--- src/rtl/freq_meter_if.sv ---
// Control and result signals of the gated frequency meter.
// The master side drives the enable, the measured signal and the gate select; the slave side returns results.
interface freq_meter_if #(
  parameter int unsigned CNT_W = 32
) ();
  logic             en;
  logic             sig_in;
  logic [1:0]       gate_sel;
  logic [CNT_W-1:0] freq;
  logic             freq_valid;
  logic             overflow;
  logic             busy;

  modport master (
    output en, sig_in, gate_sel,
    input  freq, freq_valid, overflow, busy
  );

  modport slave (
    input  en, sig_in, gate_sel,
    output freq, freq_valid, overflow, busy
  );
endinterface

--- src/rtl/freq_meter.sv ---
// Gated frequency counter: counts rising edges of an asynchronous input over a gate window and reports Hz.
// Optional macro FREQ_GATE_SEL_EN enables gate_sel ranges (1 s / 100 ms / 10 ms / 1 ms with x1..x1000 scaling).
module freq_meter #(
  parameter int unsigned CLK_HZ      = 50_000_000,
  parameter int unsigned CNT_W       = 32,
  parameter int unsigned SYNC_STAGES = 2
) (
  input logic         clk,
  input logic         rst,
  freq_meter_if.slave bus
);

  localparam int unsigned TMR_W  = $clog2(CLK_HZ + 1);
  localparam int unsigned PROD_W = CNT_W + 10;
  localparam logic [CNT_W-1:0] CNT_MAX = '1;

  typedef enum logic [1:0] {
    IDLE  = 2'd0,
    GATE  = 2'd1,
    LATCH = 2'd2
  } state_t;

  state_t state_q, state_d;
  logic   start_c;
  logic   last_c;

  logic [SYNC_STAGES-1:0] sync_q;
  logic                   sig_prev_q;
  logic                   edge_c;

  logic [CNT_W-1:0] edge_cnt_q;
  logic [TMR_W-1:0] timer_q;
  logic [TMR_W-1:0] gate_len_q;
  logic [TMR_W-1:0] gate_len_c;
  logic [CNT_W-1:0] result_c;
  logic             ovf_c;

  // Synchronizer chain plus previous-sample register for rising-edge detection
  always_ff @(posedge clk or negedge rst) begin
    if (!rst) begin
      sync_q     <= '0;
      sig_prev_q <= 1'b0;
    end else begin
      sync_q     <= {sync_q[SYNC_STAGES-2:0], bus.sig_in};
      sig_prev_q <= sync_q[SYNC_STAGES-1];
    end
  end

  assign edge_c = sync_q[SYNC_STAGES-1] & ~sig_prev_q;

`ifdef FREQ_GATE_SEL_EN
  logic [9:0]        scale_c;
  logic [9:0]        scale_q;
  logic [PROD_W-1:0] prod_c;

  always_comb begin
    gate_len_c = TMR_W'(CLK_HZ);
    scale_c    = 10'd1;
    case (bus.gate_sel)
      2'd1: begin gate_len_c = TMR_W'(CLK_HZ / 10);   scale_c = 10'd10;   end
      2'd2: begin gate_len_c = TMR_W'(CLK_HZ / 100);  scale_c = 10'd100;  end
      2'd3: begin gate_len_c = TMR_W'(CLK_HZ / 1000); scale_c = 10'd1000; end
      default: ;
    endcase
  end

  // Scale captured with the gate length so a mid-gate gate_sel change cannot skew this window
  always_ff @(posedge clk or negedge rst) begin
    if (!rst) begin
      scale_q <= 10'd1;
    end else if (start_c) begin
      scale_q <= scale_c;
    end
  end

  // Product is wide enough for edge_cnt*1000, so the range check never wraps
  assign prod_c   = PROD_W'(edge_cnt_q) * PROD_W'(scale_q);
  assign ovf_c    = (edge_cnt_q == CNT_MAX) || (prod_c > PROD_W'(CNT_MAX));
  assign result_c = ovf_c ? CNT_MAX : prod_c[CNT_W-1:0];
`else
  logic unused_gate_sel;

  assign unused_gate_sel = ^bus.gate_sel;
  assign gate_len_c      = TMR_W'(CLK_HZ);
  assign ovf_c           = (edge_cnt_q == CNT_MAX);
  assign result_c        = edge_cnt_q;
`endif

  assign last_c = (timer_q == gate_len_q - TMR_W'(1));

  // State register
  always_ff @(posedge clk or negedge rst) begin
    if (!rst) begin
      state_q <= IDLE;
    end else begin
      state_q <= state_d;
    end
  end

  // Next-state logic; start_c marks the cycle a new window is armed
  always_comb begin
    state_d = state_q;
    start_c = 1'b0;
    case (state_q)
      IDLE: begin
        if (bus.en) begin
          state_d = GATE;
          start_c = 1'b1;
        end
      end
      GATE: begin
        if (!bus.en) begin
          state_d = IDLE;
        end else if (last_c) begin
          state_d = LATCH;
        end
      end
      LATCH: begin
        if (bus.en) begin
          state_d = GATE;
          start_c = 1'b1;
        end else begin
          state_d = IDLE;
        end
      end
      default: state_d = IDLE;
    endcase
  end

  // Gate timer and saturating edge counter
  always_ff @(posedge clk or negedge rst) begin
    if (!rst) begin
      edge_cnt_q <= '0;
      timer_q    <= '0;
      gate_len_q <= TMR_W'(CLK_HZ);
    end else if (start_c) begin
      edge_cnt_q <= '0;
      timer_q    <= '0;
      gate_len_q <= gate_len_c;
    end else if (state_q == GATE) begin
      timer_q <= timer_q + TMR_W'(1);
      if (edge_c && (edge_cnt_q != CNT_MAX)) begin
        edge_cnt_q <= edge_cnt_q + CNT_W'(1);
      end
    end
  end

  // Registered result outputs; freq/overflow hold across aborted windows
  always_ff @(posedge clk or negedge rst) begin
    if (!rst) begin
      bus.freq       <= '0;
      bus.freq_valid <= 1'b0;
      bus.overflow   <= 1'b0;
      bus.busy       <= 1'b0;
    end else begin
      bus.busy       <= (state_d == GATE);
      bus.freq_valid <= (state_q == LATCH);
      if (state_q == LATCH) begin
        bus.freq     <= result_c;
        bus.overflow <= ovf_c;
      end
    end
  end

endmodule

--- src/flat_wrapper.sv ---
// flat-port wrapper written by rule: the top's interface ports become plain ports
module freq_meter_flat 
#(
  parameter int unsigned CLK_HZ      = 50_000_000,
  parameter int unsigned CNT_W       = 32,
  parameter int unsigned SYNC_STAGES = 2
)
  (clk, rst, bus_en, bus_sig_in, bus_gate_sel, bus_freq, bus_freq_valid, bus_overflow, bus_busy);
  freq_meter_if #(.CNT_W(CNT_W)) bus_i ();
  input logic clk;
  input logic rst;
  input wire logic [$bits(bus_i.en)-1:0] bus_en;
  input wire logic [$bits(bus_i.sig_in)-1:0] bus_sig_in;
  input wire logic [$bits(bus_i.gate_sel)-1:0] bus_gate_sel;
  output wire logic [$bits(bus_i.freq)-1:0] bus_freq;
  output wire logic [$bits(bus_i.freq_valid)-1:0] bus_freq_valid;
  output wire logic [$bits(bus_i.overflow)-1:0] bus_overflow;
  output wire logic [$bits(bus_i.busy)-1:0] bus_busy;
  assign bus_i.en = bus_en;
  assign bus_i.sig_in = bus_sig_in;
  assign bus_i.gate_sel = bus_gate_sel;
  assign bus_freq = bus_i.freq;
  assign bus_freq_valid = bus_i.freq_valid;
  assign bus_overflow = bus_i.overflow;
  assign bus_busy = bus_i.busy;
  freq_meter #(.CLK_HZ(CLK_HZ), .CNT_W(CNT_W), .SYNC_STAGES(SYNC_STAGES)) u_core (.clk(clk), .rst(rst), .bus(bus_i));
endmodule
--- config.mk ---
export PLATFORM = sky130hd
export DESIGN_NAME = freq_meter_flat
export DESIGN_NICKNAME = d
export VERILOG_FILES = /design/src/rtl/freq_meter_if.sv /design/src/rtl/freq_meter.sv /design/src/flat_wrapper.sv
export SDC_FILE = /design/constraint.sdc
export NUM_CORES = 1
export LEC_CHECK = 0
export CORE_UTILIZATION = 29
export DETAILED_ROUTE_END_ITERATION = 10
export PLACE_DENSITY = 0.57
export SLEW_MARGIN = 20
export SYNTH_ARGS = -nofsm -noshare
export SYNTH_HDL_FRONTEND = slang
export SYNTH_SLANG_ARGS = --single-unit
--- constraint.sdc ---
create_clock -name clk -period 2 [get_ports clk]
set_clock_uncertainty 0.05 [all_clocks]
set_input_delay 0.5 -clock clk [delete_from_list [all_inputs] [get_ports clk]]
set_output_delay 0.5 -clock clk [all_outputs]
set_load 0.05 [all_outputs]
==> results.yml, run 1 <==
finish:
  fillers: 1504
  layout_common_cells: "dfrtp_1 (98), buf_4 (90), nand2_1 (37), nand3_1 (33), o21ai_0 (33)"
  multi_input_area_sq_um: 2060
  register_area_sq_um: 2450
  n_antenna_cell: 0
  syn2layout_area_growth_pct: 28.5
  stdcell_count: 739
  drive_gt1_share_pct: 28.6
  nets: 531
  final_common_cell: "dfrtp_1"
placement:
  dp_cells: 717
  io_buffer_count: 38
  post-dp-hpwl_microns: 7480
  place_congestion: 0.818
setup_path:
  r2r-start: "u_core.edge_cnt_q[23]"
  slowest_delay_ps: 370
  worstRegToRegCells: 6
  crit_required_ps: 2220
  worstSetupPathType: "reg2reg"
  cp-end-kind: "flop"
  rrSetupSlack_ps: 110
  worstSetupStartpointType: "flop"
  worst_path_max_delay_cell: "dfrtp_1"
  worstReg2RegEnd: "u_core.edge_cnt_q[9]"
  crit_arrival_ps: 2110
  path_max_fanout: 27
  crit_chain: "and2_1 -> and4_1 -> and4_2 -> buf_12 -> or3_1 -> a21oi_1"
routing:
  routed_wirelength_microns: 10600
  via_count: 3631
  drt_first_pass_iters: 4
  route.detailed.drc: 0
  wl_per_cell_microns: 14.4
  drt_iter0_markers: 199
  vias_per_cell: 4.91
  drtAntennaViolNets: 0
logic_synthesis:
  syn_inst: 433
  syn-cell-area_sq_um: 4550
  seq_area_frac_synth_pct: 53.9
  synth.largest_area_cell: "dfrtp_1"
  synth-seq-cells: 98
  synth_warnings: 0
  synth_cell_type_count: 42
  yosysTopAreaCellShare_pct: 53.9
  synth_nets: 441
  yosys-top-cells-area: "dfrtp_1 (54%), mux2_2 (7.4%), nand3_1 (3.7%), o21ai_0 (3.7%), nand4_1 (3.3%)"
  synth.avg_cell_area_sq_um: 10.5
timing:
  post-route-period-util_pct: 94.7
  timing.fmax_ghz: 0.528
  max_slew_margin_pct: 70.5
  setup_viol_count_final: 0
  hold_violations: 0
  tightest_slew_ps: 443
  holdWs_ps: 45.6
  finalMaxSlewViolations: 0
  period_needed_ps: 1890
clocking:
  cts_root_buffer: "clkbuf_16"
  cts_buffers: 9
  clock_sinks: 98
  clk_latency_ps: 350
  cts.reportedPaths.clkPinSlew_ps: 70
  hold_buffers: 0
  htreeDepth: 3
  clk_path_buf_depth: 2
  cts_tree: "yes"
die:
  start_util_pct: 29.8
  die_area_sq_um: 16200
  coreArea_sq_um: 15300
  die_w_microns: 127
  rows: 45
  io_pins: 41
  die_h_microns: 127
power:
  combPwrFrac_pct: 5.0
  power.switching_uw: 865
  p_seq_share_pct: 52.6
  internal_power_mw: 3.03
  power.density_nw_per_um2: 666
  peakVddDrop_mv: 0.375
  power_frac_clock_pct: 42.4
  p_leak_nw: 2.70
  swShare_pct: 22.2
status:
  status: "finished clean"
global_route:
  grt_max_degree: 43
  overflow: 0
  grt_pass1_vias: 3683
  grt_first_pass_wirelength_microns: 18000
  antenna_found_initial: 0
  grt_usage_pct: 14.1
hold_path:
  hp-class: "in2async"
flow_run:
  max-cap-violations: 0
power groups by stage:
stage	clock (mW)	combinational, mW	sequential (mW)
detailed placement	0	0.197	2.08
finish	1.65	0.194	2.05
global route	1.78	0.224	2.05
global placement	0	0.192	2.08
floorplan	0	0.0756	2.08
CTS	1.71	0.197	2.04
synth_stat cells:
master,count
buf_2,3
nand4_2,1
a211oi_1,1
and2_1,3
mux2_2,30
o41ai_1,2
or3_1,13
o31ai_1,9
ha_1,2
xor2_1,5
o211ai_1,4
a41oi_1,2
nor2_1,27
inv_1,7
a21oi_1,19
nor3_4,1
a31oi_1,2
nor4bb_1,1
clkbuf_1,14
a41o_1,1
nor3_2,1
nor3b_1,1
nand4b_1,1
nor4_1,3
nor3_1,5
and4_1,8
nand4_1,24
a22o_1,2
o21ai_0,34
and3_1,9
and3b_1,1
o311ai_0,3
nand2_1,37
nand2b_1,4
and4b_1,1
xnor2_1,3
nand4bb_2,1
nor2b_1,2
nand3_1,34
or4_1,5
mux2i_1,9
dfrtp_1,98
final cells by class:
cell class | count | area share, %
Clock inverter | 2 | 0.171
Tap cell | 211 | 4.52
Multi-Input combinational cell | 312 | 35.3
Clock buffer | 14 | 4.69
Inverter | 7 | 0.450
Sequential cell | 98 | 42.0
Timing Repair Buffer | 95 | 12.9
state kept, by name, indices dropped and copies added (netlist names):
name / count
u_core.bus.freq: 32
u_core.edge_cnt_q: 32
u_core.timer_q: 26
u_core.state_q: 2
u_core.sync_q: 2
u_core.bus.busy: 1
u_core.bus.freq_valid: 1
u_core.bus.overflow: 1
u_core.sig_prev_q: 1
routing by layer:
metal	up-vias	track usage [%]	share of wire, %
li1	1799	-	-
met1	1746	18.6	48
met2	74	22.6	46
met3	12	2.51	4.4
met4	0	6.79	1.8
met5	-	0	0
repair_timing:
item / 4_1_cts / 5_1_grt
setup endpoints to repair: 2 / 26
buffers inserted: 0 / 5
resized for setup: 1 / 13
gates cloned: 0 / 1
pin swaps: 0 / 3
worst max-delay path: cells and delay by family, from the launching register on:
family | cells | cell delay, ps
compound gates | 1 | 160
buf+inv | 1 | 160
flops | 1 | 370
simple gates | 4 | 1060
how the worst max path moves through the flow:
stage / start / to / slack [ps] / depth (start not counted)
3_3_place_gp: bus_en / u_core.edge_cnt_q[2] / -90 / 6
3_5_place_dp: bus_en / u_core.timer_q[11] / -110 / 5
4_1_cts: u_core.sig_prev_q / u_core.edge_cnt_q[25] / -6 / 5
6_report: u_core.edge_cnt_q[23] / u_core.edge_cnt_q[9] / 110 / 6
2_1_floorplan: u_core.state_q[1] / u_core.edge_cnt_q[25] / 60 / 5
5_1_grt: u_core.edge_cnt_q[0] / u_core.edge_cnt_q[1] / -6 / 7
cells by family after synthesis:
family / count (synthesis) / synth area share (%)
DFF: 98 / 53.9
xor gates and xnor gates: 8 / 1.54
buffers and inverters: 24 / 2.06
and+or+nand+nor: 183 / 22.1
adders and majority gates: 2 / 0.550
muxes: 39 / 9.41
AOI/OAI and AO/OA: 79 / 10.4
stage by stage:
step	setup slack [ps]	instance area, sq um	util (%)	TNS, ps	power, mW
after floorplan	55.5	4550	-	0	2.16
after global placement	-88.9	5470	35.8	-395	2.27
after detailed placement	-106	5470	35.8	-668	2.28
after CTS	-5.56	5750	37.7	-5.56	3.95
after global routing	-6.49	5840	38.3	-6.49	4.05
final	106	5840	38.3	0	3.89
No activity file was read; power rests on OpenSTA's default activity.
==> run 2: changes to the inputs <==
- GPL_TIMING_DRIVEN: not set -> 0
==> results.yml, run 2 (synthesis gave the netlist of run 1 again) <==
routing:
  drtAntennaViolNets: 0
  drt_first_pass_iters: 4
  wl_per_cell_microns: 14.8
  routed_wirelength_microns: 10700
  vias_per_cell: 5.06
  route.detailed.drc: 0
  via_count: 3667
  drt_iter0_markers: 258
placement:
  io_buffer_count: 38
  preCtsSetupSlack_ps: -767
  post-dp-hpwl_microns: 7280
  place_congestion: 0.846
clocking:
  cts.reportedPaths.clkPinSlew_ps: 70
  hold_buffers: 0
  clock_sinks: 98
  clk_latency_ps: 360
  clk_path_buf_depth: 2
  htreeDepth: 3
  cts_root_buffer: "clkbuf_16"
  cts_tree: "yes"
  cts_buffers: 9
global_route:
  grt_pass1_vias: 3538
  antenna_found_initial: 0
  grt_first_pass_wirelength_microns: 17900
  grt_max_degree: 51
  overflow: 0
  grt_usage_pct: 14.4
setup_path:
  crit_chain: "nand4bb_4 -> nor3_4 -> buf_6 -> o211ai_1 -> or3_4 -> a21oi_2"
  worstSetupPathType: "reg2reg"
  slowest_delay_ps: 450
  path_max_fanout: 8
  crit_required_ps: 2240
  worstSetupStartpointType: "flop"
  cp-end-kind: "flop"
  worst_path_max_delay_cell: "dfrtp_2"
  crit_arrival_ps: 2300
timing:
  finalMaxSlewViolations: 0
  post-route-period-util_pct: 103
  period_needed_ps: 2060
  max_slew_margin_pct: 59.8
  tightest_slew_ps: 603
  rsz0062_at_grt: "yes"
  timing.fmax_ghz: 0.486
  hold_violations: 0
  setup_viol_count_final: 7
  setup_ws_ps: -56.9
status:
  status: "complete, but fails checks"
  violations: "setup timing"
hold_path:
  hp-class: "in2async"
finish:
  n_antenna_cell: 0
  final_common_cell: "dfrtp_1"
  layout_common_cells: "dfrtp_1 (93), nand2_1 (37), dlygate4sd2_1 (35), nand3_1 (32), o21ai_0 (31)"
  nets: 516
  drive_gt1_share_pct: 22.4
  syn2layout_area_growth_pct: 28.2
  reg_top3: "u_core.bus.freq x32, u_core.edge_cnt_q x32, u_core.timer_q x26"
die:
  coreArea_sq_um: 15300
  rows: 45
  start_util_pct: 29.8
  die_h_microns: 127
  die_area_sq_um: 16200
  io_pins: 41
  die_w_microns: 127
power:
  p_leak_nw: 2.72
  power.density_nw_per_um2: 676
  peakVddDrop_mv: 0.426
  p_total_mw: 3.94
flow_run:
  max-cap-violations: 0
==> run 2: layer usage <==
metal	GRT usage, %	up-vias	wire (microns)	part of all wire [%]
met5	0	-	0	0
met4	6.79	0	225	2.1
met3	3.64	22	431	4.0
met2	22.0	78	4920	46
met1	19.0	1794	5170	48
li1	-	1773	-	-
==> run 2: where the power goes <==
part / switching, mW / total, mW / internal [mW]
clock network: 0.754 / 1.69 / 0.941
logic: 0.124 / 0.196 / 0.0716
registers: 0.0390 / 2.05 / 2.01
total: 0.918 / 3.94 / 3.02
==> run 2: metrics by stage <==
| stage | util, % | cells | instance area [sq um] | hold WS, ps | TNS, ps |
|---|---|---|---|---|---|
| after floorplan | - | 433 | 4550 | 154 | 0 |
| after global placement | 34.0 | 682 | 5190 | 286 | -358580 |
| after detailed placement | 34.3 | 683 | 5230 | 297 | -30150 |
| after CTS | 36.9 | 709 | 5630 | 43.5 | 0 |
| after global routing | 38.2 | 724 | 5830 | 64.1 | -1590 |
| final | 38.2 | 724 | 5830 | 36.3 | -269 |
==> run 2: final timing paths <==
kind                                    from                    end  slack, ps  depth (start not counted)
max                        u_core.state_q[1]  u_core.edge_cnt_q[20]        -60                          6
min                                      rst     u_core.timer_q[15]         40                          1
max reg2reg                u_core.state_q[1]  u_core.edge_cnt_q[20]        -60                          6
min reg2reg                 u_core.sync_q[0]       u_core.sync_q[1]        310                          0
max in group asynchronous                rst  u_core.edge_cnt_q[22]       1250                          2
min in group clk            u_core.sync_q[0]       u_core.sync_q[1]        310                          0
==> run 2: repair_timing <==
action / CTS / global route
gates resized for setup: 62 / 27
pin swaps: 4 / 7
buffers inserted: 11 / 16
endpoints found under the setup margin: 94 / 37
==> run 2: final cells by class <==
type                    count  area, sq um
plain buffers              15         87.6
repair buffers             66          576
multi-input cells         311         2130
flip-flops and latches     98         2460
clock buffers              12          267
fillers                  1506         9430
inverters                   7         26.3
well taps                 211          264
clock inverters             4         25.0
==> run 2: worst max-delay path: cells and delay by family, from the launching register on <==
kind	cells	cell delay, ps
and+or+nand+nor	3	1020
DFF	1	450
AOI/OAI and AO/OA	2	340
buffers and inverters	1	140
